$ cat src/rtl/ppu_pkg.sv
// Shared PPU VRAM definitions: fetch kinds, region bases, responder states.
package ppu_pkg;

    typedef enum logic [1:0] {
        FK_NT     = 2'd0,
        FK_AT     = 2'd1,
        FK_BG_LSB = 2'd2,
        FK_BG_MSB = 2'd3
    } fetch_kind_e;

    typedef enum logic [1:0] {
        RG_CHR   = 2'd0,
        RG_CIRAM = 2'd1,
        RG_PAL   = 2'd2
    } region_e;

    typedef enum logic [2:0] {
        ST_IDLE     = 3'd0,
        ST_PPU_ACC  = 3'd1,
        ST_PPU_WAIT = 3'd2,
        ST_CPU_ACC  = 3'd3,
        ST_CPU_WAIT = 3'd4
    } state_e;

    localparam logic [13:0] NT_BASE  = 14'h2000;
    localparam logic [13:0] PAL_BASE = 14'h3F00;

endpackage

$ cat src/rtl/ppu_addr_decode.sv
// PPU address decode: region select, nametable mirroring, palette index fold.
module ppu_addr_decode
    import ppu_pkg::*;
#(
    parameter int AW = 14
) (
    input  logic [AW-1:0] addr_i,
    input  logic          mirror_vertical_i,
    output region_e       region_o,
    output logic [12:0]   chr_addr_o,
    output logic [10:0]   ciram_addr_o,
    output logic [4:0]    pal_idx_o
);

    always_comb begin
        region_o = RG_CHR;
        if (addr_i >= AW'(PAL_BASE)) begin
            region_o = RG_PAL;
        end else if (addr_i >= AW'(NT_BASE)) begin
            region_o = RG_CIRAM;
        end
    end

    assign chr_addr_o   = addr_i[12:0];
    assign ciram_addr_o = {mirror_vertical_i ? addr_i[10] : addr_i[11], addr_i[9:0]};
    // Backdrop entries $3F10/14/18/1C fold onto $3F00/04/08/0C
    assign pal_idx_o    = {addr_i[4] & (addr_i[1:0] != 2'b00), addr_i[3:0]};

endmodule

$ cat src/rtl/ppu_vram_responder.sv
// PPU VRAM responder: serves renderer fetches with priority over CPU $2007
module ppu_vram_responder
    import ppu_pkg::*;
#(
    parameter int RD_LAT = 2,
    parameter int AW     = 14
) (
    input  logic          clk,
    input  logic          rst,
    input  logic          fetch_req,
    input  logic [1:0]    fetch_kind,
    input  logic [AW-1:0] fetch_addr,
    output logic          fetch_valid,
    output logic [7:0]    fetch_data,
    output logic [1:0]    fetch_kind_out,
    input  logic          cpu_req,
    input  logic          cpu_we,
    input  logic [AW-1:0] cpu_addr,
    input  logic [7:0]    cpu_wdata,
    output logic          cpu_ack,
    output logic [7:0]    cpu_rdata,
    input  logic          mirror_vertical,
    output logic [10:0]   ciram_addr,
    output logic          ciram_we,
    output logic [7:0]    ciram_wdata,
    input  logic [7:0]    ciram_rdata,
    output logic [12:0]   chr_addr,
    output logic          chr_rd,
    input  logic [7:0]    chr_rdata,
    output logic          overrun
);

    localparam logic [1:0] LAT_M1 = 2'(RD_LAT - 1);

    state_e        state_q, state_d;
    logic [1:0]    cnt_q, cnt_d;
    logic          pend_q, pend_d;
    fetch_kind_e   pend_kind_q, pend_kind_d;
    logic [AW-1:0] pend_addr_q, pend_addr_d;
    fetch_kind_e   cur_kind_q, cur_kind_d;
    logic [AW-1:0] cur_addr_q, cur_addr_d;
    logic          cur_we_q, cur_we_d;
    logic [7:0]    cur_wdata_q, cur_wdata_d;
    logic          fetch_valid_q, fetch_valid_d;
    logic [7:0]    fetch_data_q, fetch_data_d;
    logic [1:0]    fetch_kind_out_q, fetch_kind_out_d;
    logic          cpu_ack_q, cpu_ack_d;
    logic [7:0]    cpu_rdata_q, cpu_rdata_d;
    logic          overrun_q, overrun_d;
    logic [5:0]    pal_q [32];

    region_e       region;
    logic [12:0]   dec_chr;
    logic [10:0]   dec_ciram;
    logic [4:0]    pal_idx;
    logic          in_acc, cpu_wr, pal_we, done, launch;
    logic [7:0]    rd_data;

    ppu_addr_decode #(.AW(AW)) u_dec (
        .addr_i            (cur_addr_q),
        .mirror_vertical_i (mirror_vertical),
        .region_o          (region),
        .chr_addr_o        (dec_chr),
        .ciram_addr_o      (dec_ciram),
        .pal_idx_o         (pal_idx)
    );

    assign in_acc = (state_q == ST_PPU_ACC) || (state_q == ST_CPU_ACC);
    assign cpu_wr = (state_q == ST_CPU_ACC) && cur_we_q;
    assign pal_we = cpu_wr && (region == RG_PAL);
    assign done   = ((state_q == ST_PPU_WAIT) || (state_q == ST_CPU_WAIT))
                    && (cnt_q == LAT_M1);

    assign chr_rd      = in_acc && (region == RG_CHR) && !cpu_wr;
    assign chr_addr    = (in_acc && (region == RG_CHR)) ? dec_chr : '0;
    assign ciram_addr  = (in_acc && (region == RG_CIRAM)) ? dec_ciram : '0;
    assign ciram_we    = cpu_wr && (region == RG_CIRAM);
    assign ciram_wdata = ciram_we ? cur_wdata_q : '0;

    always_comb begin
        rd_data = chr_rdata;
        if (region == RG_CIRAM) begin
            rd_data = ciram_rdata;
        end else if (region == RG_PAL) begin
            rd_data = {2'b00, pal_q[pal_idx]};
        end
    end

    always_comb begin
        state_d          = state_q;
        cnt_d            = cnt_q;
        pend_d           = pend_q;
        pend_kind_d      = pend_kind_q;
        pend_addr_d      = pend_addr_q;
        cur_kind_d       = cur_kind_q;
        cur_addr_d       = cur_addr_q;
        cur_we_d         = cur_we_q;
        cur_wdata_d      = cur_wdata_q;
        fetch_valid_d    = 1'b0;
        fetch_data_d     = fetch_data_q;
        fetch_kind_out_d = fetch_kind_out_q;
        cpu_ack_d        = 1'b0;
        cpu_rdata_d      = cpu_rdata_q;
        overrun_d        = overrun_q;
        launch           = 1'b0;

        unique case (state_q)
            ST_IDLE: launch = 1'b1;
            ST_PPU_ACC: begin
                state_d = ST_PPU_WAIT;
                cnt_d   = '0;
            end
            ST_CPU_ACC: begin
                state_d = ST_CPU_WAIT;
                cnt_d   = '0;
            end
            ST_PPU_WAIT: begin
                cnt_d = cnt_q + 2'd1;
                if (done) begin
                    launch           = 1'b1;
                    fetch_valid_d    = 1'b1;
                    fetch_data_d     = rd_data;
                    fetch_kind_out_d = cur_kind_q;
                end
            end
            ST_CPU_WAIT: begin
                cnt_d = cnt_q + 2'd1;
                if (done) begin
                    launch    = 1'b1;
                    cpu_ack_d = 1'b1;
                    if (!cur_we_q) begin
                        cpu_rdata_d = rd_data;
                    end
                end
            end
            default: state_d = ST_IDLE;
        endcase

        // The finishing CPU request is still held high this cycle and the ack cycle
        if (launch) begin
            if (pend_q) begin
                state_d     = ST_PPU_ACC;
                cur_addr_d  = pend_addr_q;
                cur_kind_d  = pend_kind_q;
                cur_we_d    = 1'b0;
                pend_d      = fetch_req;
                pend_addr_d = fetch_addr;
                pend_kind_d = fetch_kind_e'(fetch_kind);
            end else if (fetch_req) begin
                state_d    = ST_PPU_ACC;
                cur_addr_d = fetch_addr;
                cur_kind_d = fetch_kind_e'(fetch_kind);
                cur_we_d   = 1'b0;
            end else if (cpu_req && !cpu_ack_q && (state_q != ST_CPU_WAIT)) begin
                state_d     = ST_CPU_ACC;
                cur_addr_d  = cpu_addr;
                cur_we_d    = cpu_we;
                cur_wdata_d = cpu_wdata;
            end else begin
                state_d = ST_IDLE;
            end
        end else if (fetch_req) begin
            if (!pend_q && ((state_q == ST_CPU_ACC) || (state_q == ST_CPU_WAIT))) begin
                pend_d      = 1'b1;
                pend_addr_d = fetch_addr;
                pend_kind_d = fetch_kind_e'(fetch_kind);
            end else begin
                overrun_d = 1'b1;
            end
        end
    end

    always_ff @(posedge clk) begin
        if (rst) begin
            state_q          <= ST_IDLE;
            cnt_q            <= '0;
            pend_q           <= 1'b0;
            pend_kind_q      <= FK_NT;
            pend_addr_q      <= '0;
            cur_kind_q       <= FK_NT;
            cur_addr_q       <= '0;
            cur_we_q         <= 1'b0;
            cur_wdata_q      <= '0;
            fetch_valid_q    <= 1'b0;
            fetch_data_q     <= '0;
            fetch_kind_out_q <= '0;
            cpu_ack_q        <= 1'b0;
            cpu_rdata_q      <= '0;
            overrun_q        <= 1'b0;
            for (int i = 0; i < 32; i++) begin
                pal_q[i] <= '0;
            end
        end else begin
            state_q          <= state_d;
            cnt_q            <= cnt_d;
            pend_q           <= pend_d;
            pend_kind_q      <= pend_kind_d;
            pend_addr_q      <= pend_addr_d;
            cur_kind_q       <= cur_kind_d;
            cur_addr_q       <= cur_addr_d;
            cur_we_q         <= cur_we_d;
            cur_wdata_q      <= cur_wdata_d;
            fetch_valid_q    <= fetch_valid_d;
            fetch_data_q     <= fetch_data_d;
            fetch_kind_out_q <= fetch_kind_out_d;
            cpu_ack_q        <= cpu_ack_d;
            cpu_rdata_q      <= cpu_rdata_d;
            overrun_q        <= overrun_d;
            if (pal_we) begin
                pal_q[pal_idx] <= cur_wdata_q[5:0];
            end
        end
    end

    assign fetch_valid    = fetch_valid_q;
    assign fetch_data     = fetch_data_q;
    assign fetch_kind_out = fetch_kind_out_q;
    assign cpu_ack        = cpu_ack_q;
    assign cpu_rdata      = cpu_rdata_q;
    assign overrun        = overrun_q;

endmodule
$ cat config.mk
export PLATFORM = sky130hd
export DESIGN_NAME = ppu_vram_responder
export DESIGN_NICKNAME = d
export VERILOG_FILES = /design/src/rtl/ppu_pkg.sv /design/src/rtl/ppu_addr_decode.sv /design/src/rtl/ppu_vram_responder.sv
export SDC_FILE = /design/constraint.sdc
export NUM_CORES = 1
export LEC_CHECK = 0
export CAP_MARGIN = 20
export CORE_MARGIN = 3
export CORE_UTILIZATION = 62
export CTS_CLUSTER_DIAMETER = 120
export DETAILED_ROUTE_END_ITERATION = 16
export HOLD_SLACK_MARGIN = 0.12
export PLACE_DENSITY = 0.95
export SYNTH_ARGS = -nofsm -noshare
export SYNTH_HDL_FRONTEND = slang
export SYNTH_SLANG_ARGS = --single-unit
$ cat constraint.sdc
create_clock -name clk -period 3.4 [get_ports clk]
set_input_delay 0.68 -clock clk [delete_from_list [all_inputs] [get_ports clk]]
set_output_delay 0.68 -clock clk [all_outputs]
set_load 0.05 [all_outputs]
After elaboration in Yosys (flattened, before gate mapping)
Memory sizes are Yosys's and may differ from the RTL's.
Index checks and enable logic that the tools add are counted.
{"block": "op_classes", "muxes": 44, "n_eq_ne": 10, "add_sub_neg": 1, "n_reduce_logical": 38, "n_bitwise": 8, "magnitude_cmp": 2}
{"op": "2-to-1 mux 14 bit", "n": 7}
{"op": "greater-or-equal comparator 14 bit, second input constant", "n": 2}
{"op": "2-to-1 mux 8 bit", "n": 3}
{"op": "2-to-1 mux 2 bit", "n": 10}
{"op": "2-to-1 mux 1 bit", "n": 16}
{"op": "2-to-1 mux 13 bit", "n": 1}
{"op": "2-to-1 mux 11 bit", "n": 1}
{"op": "logical AND 1 bit", "n": 10}
{"op": "nonzero test 2 bit", "n": 5}
{"op": "case mux 3 bit (3 select lines)", "n": 1}
{"op": "AND reduction 3 bit", "n": 3}
{"op": "AND reduction 2 bit", "n": 4}
{"op": "OR reduction 2 bit", "n": 4}
{"op": "inverter 1 bit", "n": 7}
{"op": "equality test 3 x 2 -> 1 bit, second input constant", "n": 2}
{"op": "2-to-1 mux 6 bit", "n": 1}
{"op": "OR reduction 6 bit", "n": 1}
{"op": "2-to-1 mux 5 bit", "n": 1}
{"op": "equality test 2 x 1 -> 1 bit, second input constant", "n": 2}
{"op": "case mux 2 bit (2 select lines)", "n": 1}
{"op": "AND reduction 4 bit", "n": 1}
{"op": "equality test 3 x 1 -> 1 bit, second input constant", "n": 1}
{"op": "equality test 3 bit, second input constant", "n": 1}
{"op": "logical NOT 1 bit", "n": 3}
{"op": "other kinds (13)", "n": 15}
{"block": "word_totals", "ramBits": 192, "elab_cells": 119, "memories": 1, "out_inout_bits": 55, "input_bits": 60, "register_bits": 68}
{"memory": "pal_q", "depth": 32, "width": 6, "rd": 1, "rd_clocked_by_memory_dff": 0, "write_ports": 32, "line": "ppu_vram_responder.sv:50", "text": "logic [5:0] pal_q [32];"}

Longest topological paths before layout
{"block": "depth", "depth_word": 10, "depth_mapped": 8, "ltp_nobuf": 7}

By module
From an unflattened synthesis, not the netlist that was laid out.
{"block": "hier_totals", "hier_cells": 1135, "area_unflattened_um2": 12833.6}
{"module": "ppu_vram_responder", "cells_each": 1103, "area_per_inst_um2": 12589.6, "seq_area_each_um2": 7126.8, "n_inst": 1}
{"module": "ppu_addr_decode", "cells_each": 32, "area_per_inst_um2": 244.0, "seq_area_each_um2": 0.0, "n_inst": 1}

Worst setup path after synthesis
Ideal clock, no wire load.
{"block": "synth_path", "path_kind": "register to output", "startpoint": "reg cur_addr_q[13]", "endpoint": "out ciram_wdata[0]", "t_required_ns": 2.720, "path_stages_with_launch": 8, "t_arrival_ns": 2.370, "slack_ns": 0.350, "path_cell_list": "dfxtp_1 buf_2 and4_1 nand2_1 buf_2 nand2_1 nor2_1 and2_1"}
{"block": "synth_via", "elab_chain_len": 6, "elab_cells_between_ends": 7}
{"item": "start, declared", "line": "ppu_vram_responder.sv:41", "text": "logic [AW-1:0] cur_addr_q, cur_addr_d;"}
{"item": "start signal, assigned", "line": "ppu_vram_responder.sv:200", "text": "cur_addr_q <= cur_addr_d;"}
{"item": "greater-or-equal comparator 14 bit", "line": "ppu_addr_decode.sv:19", "text": "end else if (addr_i >= AW'(NT_BASE)) begin"}
{"item": "2-to-1 mux 1 bit", "line": "ppu_addr_decode.sv:19"}
{"item": "2-to-1 mux 2 bit *", "line": "ppu_addr_decode.sv:17", "text": "if (addr_i >= AW'(PAL_BASE)) begin"}
{"item": "equality test 2 x 1 -> 1 bit *", "line": "ppu_vram_responder.sv:77", "text": "assign ciram_we = cpu_wr && (region == RG_CIRAM);"}
{"item": "logical AND 1 bit *", "line": "ppu_vram_responder.sv:77"}
{"item": "net ciram_we", "line": "ppu_vram_responder.sv:24", "text": "output logic ciram_we,"}
{"item": "2-to-1 mux 8 bit *", "line": "ppu_vram_responder.sv:78", "text": "assign ciram_wdata = ciram_we ? cur_wdata_q : '0;"}
{"item": "end, declared", "line": "ppu_vram_responder.sv:25", "text": "output logic [7:0] ciram_wdata,"}
The timed path passes the listed nets; every way through them passes the cells marked *.

==> flow_summary.toml <==
[final_layout]
final_util = 0.776
area_growth_pct = 21.5
fin_cells = 1326
final_common_cell = "and2_1"
layout.nets = 1140
antenna_cells = 0
drive_gt1_frac = 0.159
regArea_mm2 = 0.00641
multiInputGateArea_mm2 = 0.00485
fillerInstances = 943
layout_common_cells = "190 x and2_1, 168 x edfxtp_1, 104 x nor2_1"

[grt]
grt_first_pass_wirelength_mm = 49.5
grt_pass1_vias = 8434
grt_usage = 0.317
grt_start_max_net_pins = 95
globalRouteOverflowTotal = 0
grt_antenna_before_repair = 1

[critical_path]
worst_path_largest_cell_delay_ps = 690
arrival_ps = 3420
crit_type = "reg2reg"
crit_fanout = 18
cp_slowest_cell = "dfxtp_1"
end_kind = "register"
crit_chain = "nand4b_1 -> nor3b_1 -> nand3_1 -> nor4_2 -> or2_1"
required_ps = 3610
cp-start-kind = "register"

[synthesis]
async_reset_ff_frac = 0
synth.area.top_cells = "edfxtp_1 43%, dfxtp_1 12%, and2_1 10%"
yosys_warnings = 0
synth_area_per_cell_um2 = 11.8
yosysTopAreaCell = "edfxtp_1"
ys_types = 61
synthesis.area_mm2 = 0.0116
synth_seq_cells = 236
synth.top_cell.area_share = 0.434
synth_cells = 985
yosysSeqAreaShare = 0.551
synth.net_count = 1046
synth_ff_type = "edfxtp_1"
synth_edf_count = 168

[sta]
setup_viol = 0
tns_ps = 0
min_period_ps = 3200
relSlewSlack = 0.295
worst_hold_slack_ps = 459
post-route-period-util = 0.942
drv_slew = 0
max_freq_mhz = 312
fin_worst_skew_ps = 16.2
hold_viol = 0
rsz0062_at_grt = "no"
tightestPinTransition_ps = 1060

[pwr]
p_per_area_mw_per_mm2 = 527
p_leak_nw = 5.19
ir_worst_vdd_v = 0.000361
p_int_mw = 5.45
p_switching_mw = 1.99
comb_power_share = 0.166
p_seq_frac = 0.452
pwr-share-clk = 0.381
swShare = 0.268

[die]
initial_core_util = 0.639
dieArea_mm2 = 0.0204
core_mm2 = 0.0182
row_count = 49
dieWidth_um = 143
die_height_um = 143
ioPinCount = 115

[min_path]
hp-class = "reg2reg"

[clock_network]
cts_buffer_depth = 3
cts_resized = 0
cts_hold_buf = 0
cts_tree = "yes"
post_cts_buffers = 0
insertion_delay_ps = 530
clock-sinks = 236
path_clk_slew_ps = 70
cts_htree_levels = 1
cts-root-buf = "clkbuf_16"
numCtsBuffers = 24

[placement]
dp.cells = 1281
dp_hpwl_mm = 21.0
port_buffers = 114
gp_congestion = 0.952

[run_status]
status = "completed"

[route]
drcViolationCount = 0
wl_per_cell_um = 24.9
wirelength_mm = 33.0
ant_nets = 0
viasPerCell = 6.58
vias = 8729
dr.first_iter.drc_count = 1316
firstDrtPassIters = 9

[flow_run]
max_cap_violations = 0
critical path, delay by kind of cell, from the launching register on:
kind / cells / cell delay (ps)
DFF: 1 / 690
and+or+nand+nor: 5 / 2210
power groups by stage:
stage | clock (mW) | combinational [mW] | sequential (mW)
after detailed placement | 0 | 1.17 | 3.42
after CTS | 2.84 | 1.20 | 3.37
after floorplan | 0 | 0.845 | 3.34
after global placement | 0 | 1.13 | 3.41
after global routing | 2.95 | 1.30 | 3.38
final | 2.84 | 1.24 | 3.37
synth_stat cells, types with 4 or more instances:
master    count
and2_1      190
edfxtp_1    168
nor2_1      104
mux2i_1      85
dfxtp_1      68
clkbuf_1     53
nand2_1      43
or2_2        22
and3_1       21
o21ai_0      20
mux4_2       19
a221oi_1     18
a21oi_1      14
mux2_2       14
a211oi_1     11
buf_2        11
a21o_1        8
nor2b_1       8
o211ai_1      7
a2111o_1      6
a222oi_1      6
a311oi_1      6
mux4_1        5
nand2_2       5
nor3b_1       5
inv_1         4
nand2b_1      4
nand3_1       4
nor4_1        4
or2_1         4
state kept, by name (all words and copies together) (netlist names):
| signal | cells |
|---|---|
| cpu_ack | 1 |
| cur_wdata_q | 8 |
| pend_addr_q | 14 |
| cur_addr_q | 14 |
| fetch_data | 8 |
| overrun | 1 |
| pend_kind_q | 2 |
| fetch_valid | 1 |
| pend_q | 1 |
| fetch_kind_out | 2 |
| cur_we_q | 1 |
| pal_q | 168 |
| cur_kind_q | 2 |
| cpu_rdata | 8 |
| cnt_q | 2 |
| state_q | 3 |
final cells by class:
cell class | instances | area share
Sequential cell | 236 | 0.454
Multi-Input combinational cell | 670 | 0.343
Timing Repair Buffer | 143 | 0.121
Clock inverter | 9 | 0.00867
Tap cell | 229 | 0.0203
Inverter | 4 | 0.00106
Clock buffer | 35 | 0.0520
stage by stage:
| step | area (um2) | total power, mW | worst slack (ps) |
|---|---|---|---|
| detailed placement | 13300 | 4.59 | 540 |
| global placement | 13300 | 4.54 | 799 |
| CTS | 14100 | 7.41 | 332 |
| finish | 14100 | 7.44 | 198 |
| floorplan | 11600 | 4.19 | 350 |
| global route | 14100 | 7.64 | 96.9 |
path summary, 6_finish.rpt:
path	from	endpoint	slack, ps	cells past startpoint
max reg2reg	state_q[0]$_SDFFE_PP0P_	pal_q[21][0]$_SDFFCE_PN0P_	200	5
min	fetch_kind_out[0]$_SDFFE_PP0P_	fetch_kind_out[0]$_SDFFE_PP0P_	460	2
min reg2reg	fetch_kind_out[0]$_SDFFE_PP0P_	fetch_kind_out[0]$_SDFFE_PP0P_	460	2
max	state_q[0]$_SDFFE_PP0P_	pal_q[21][0]$_SDFFCE_PN0P_	200	5
cells by family after synthesis:
group | after synthesis | synth area share
AOI/OAI and AO/OA | 107 | 0.0691
xor gates and xnor gates | 1 | 0.000753
adders and majority gates | 1 | 0.00108
and+or+nand+nor | 438 | 0.210
DFF | 236 | 0.551
muxes | 123 | 0.135
buffers and inverters | 79 | 0.0335
routing by layer:
| metal | vias up | track usage | share of wire |
|---|---|---|---|
| met2 | 730 | 0.539 | 0.48 |
| li1 | 3736 | - | - |
| met5 | - | 0 | 0 |
| met1 | 4136 | 0.396 | 0.34 |
| met3 | 127 | 0.0777 | 0.13 |
| met4 | 0 | 0.120 | 0.044 |
(Power assumes the default switching activity.)
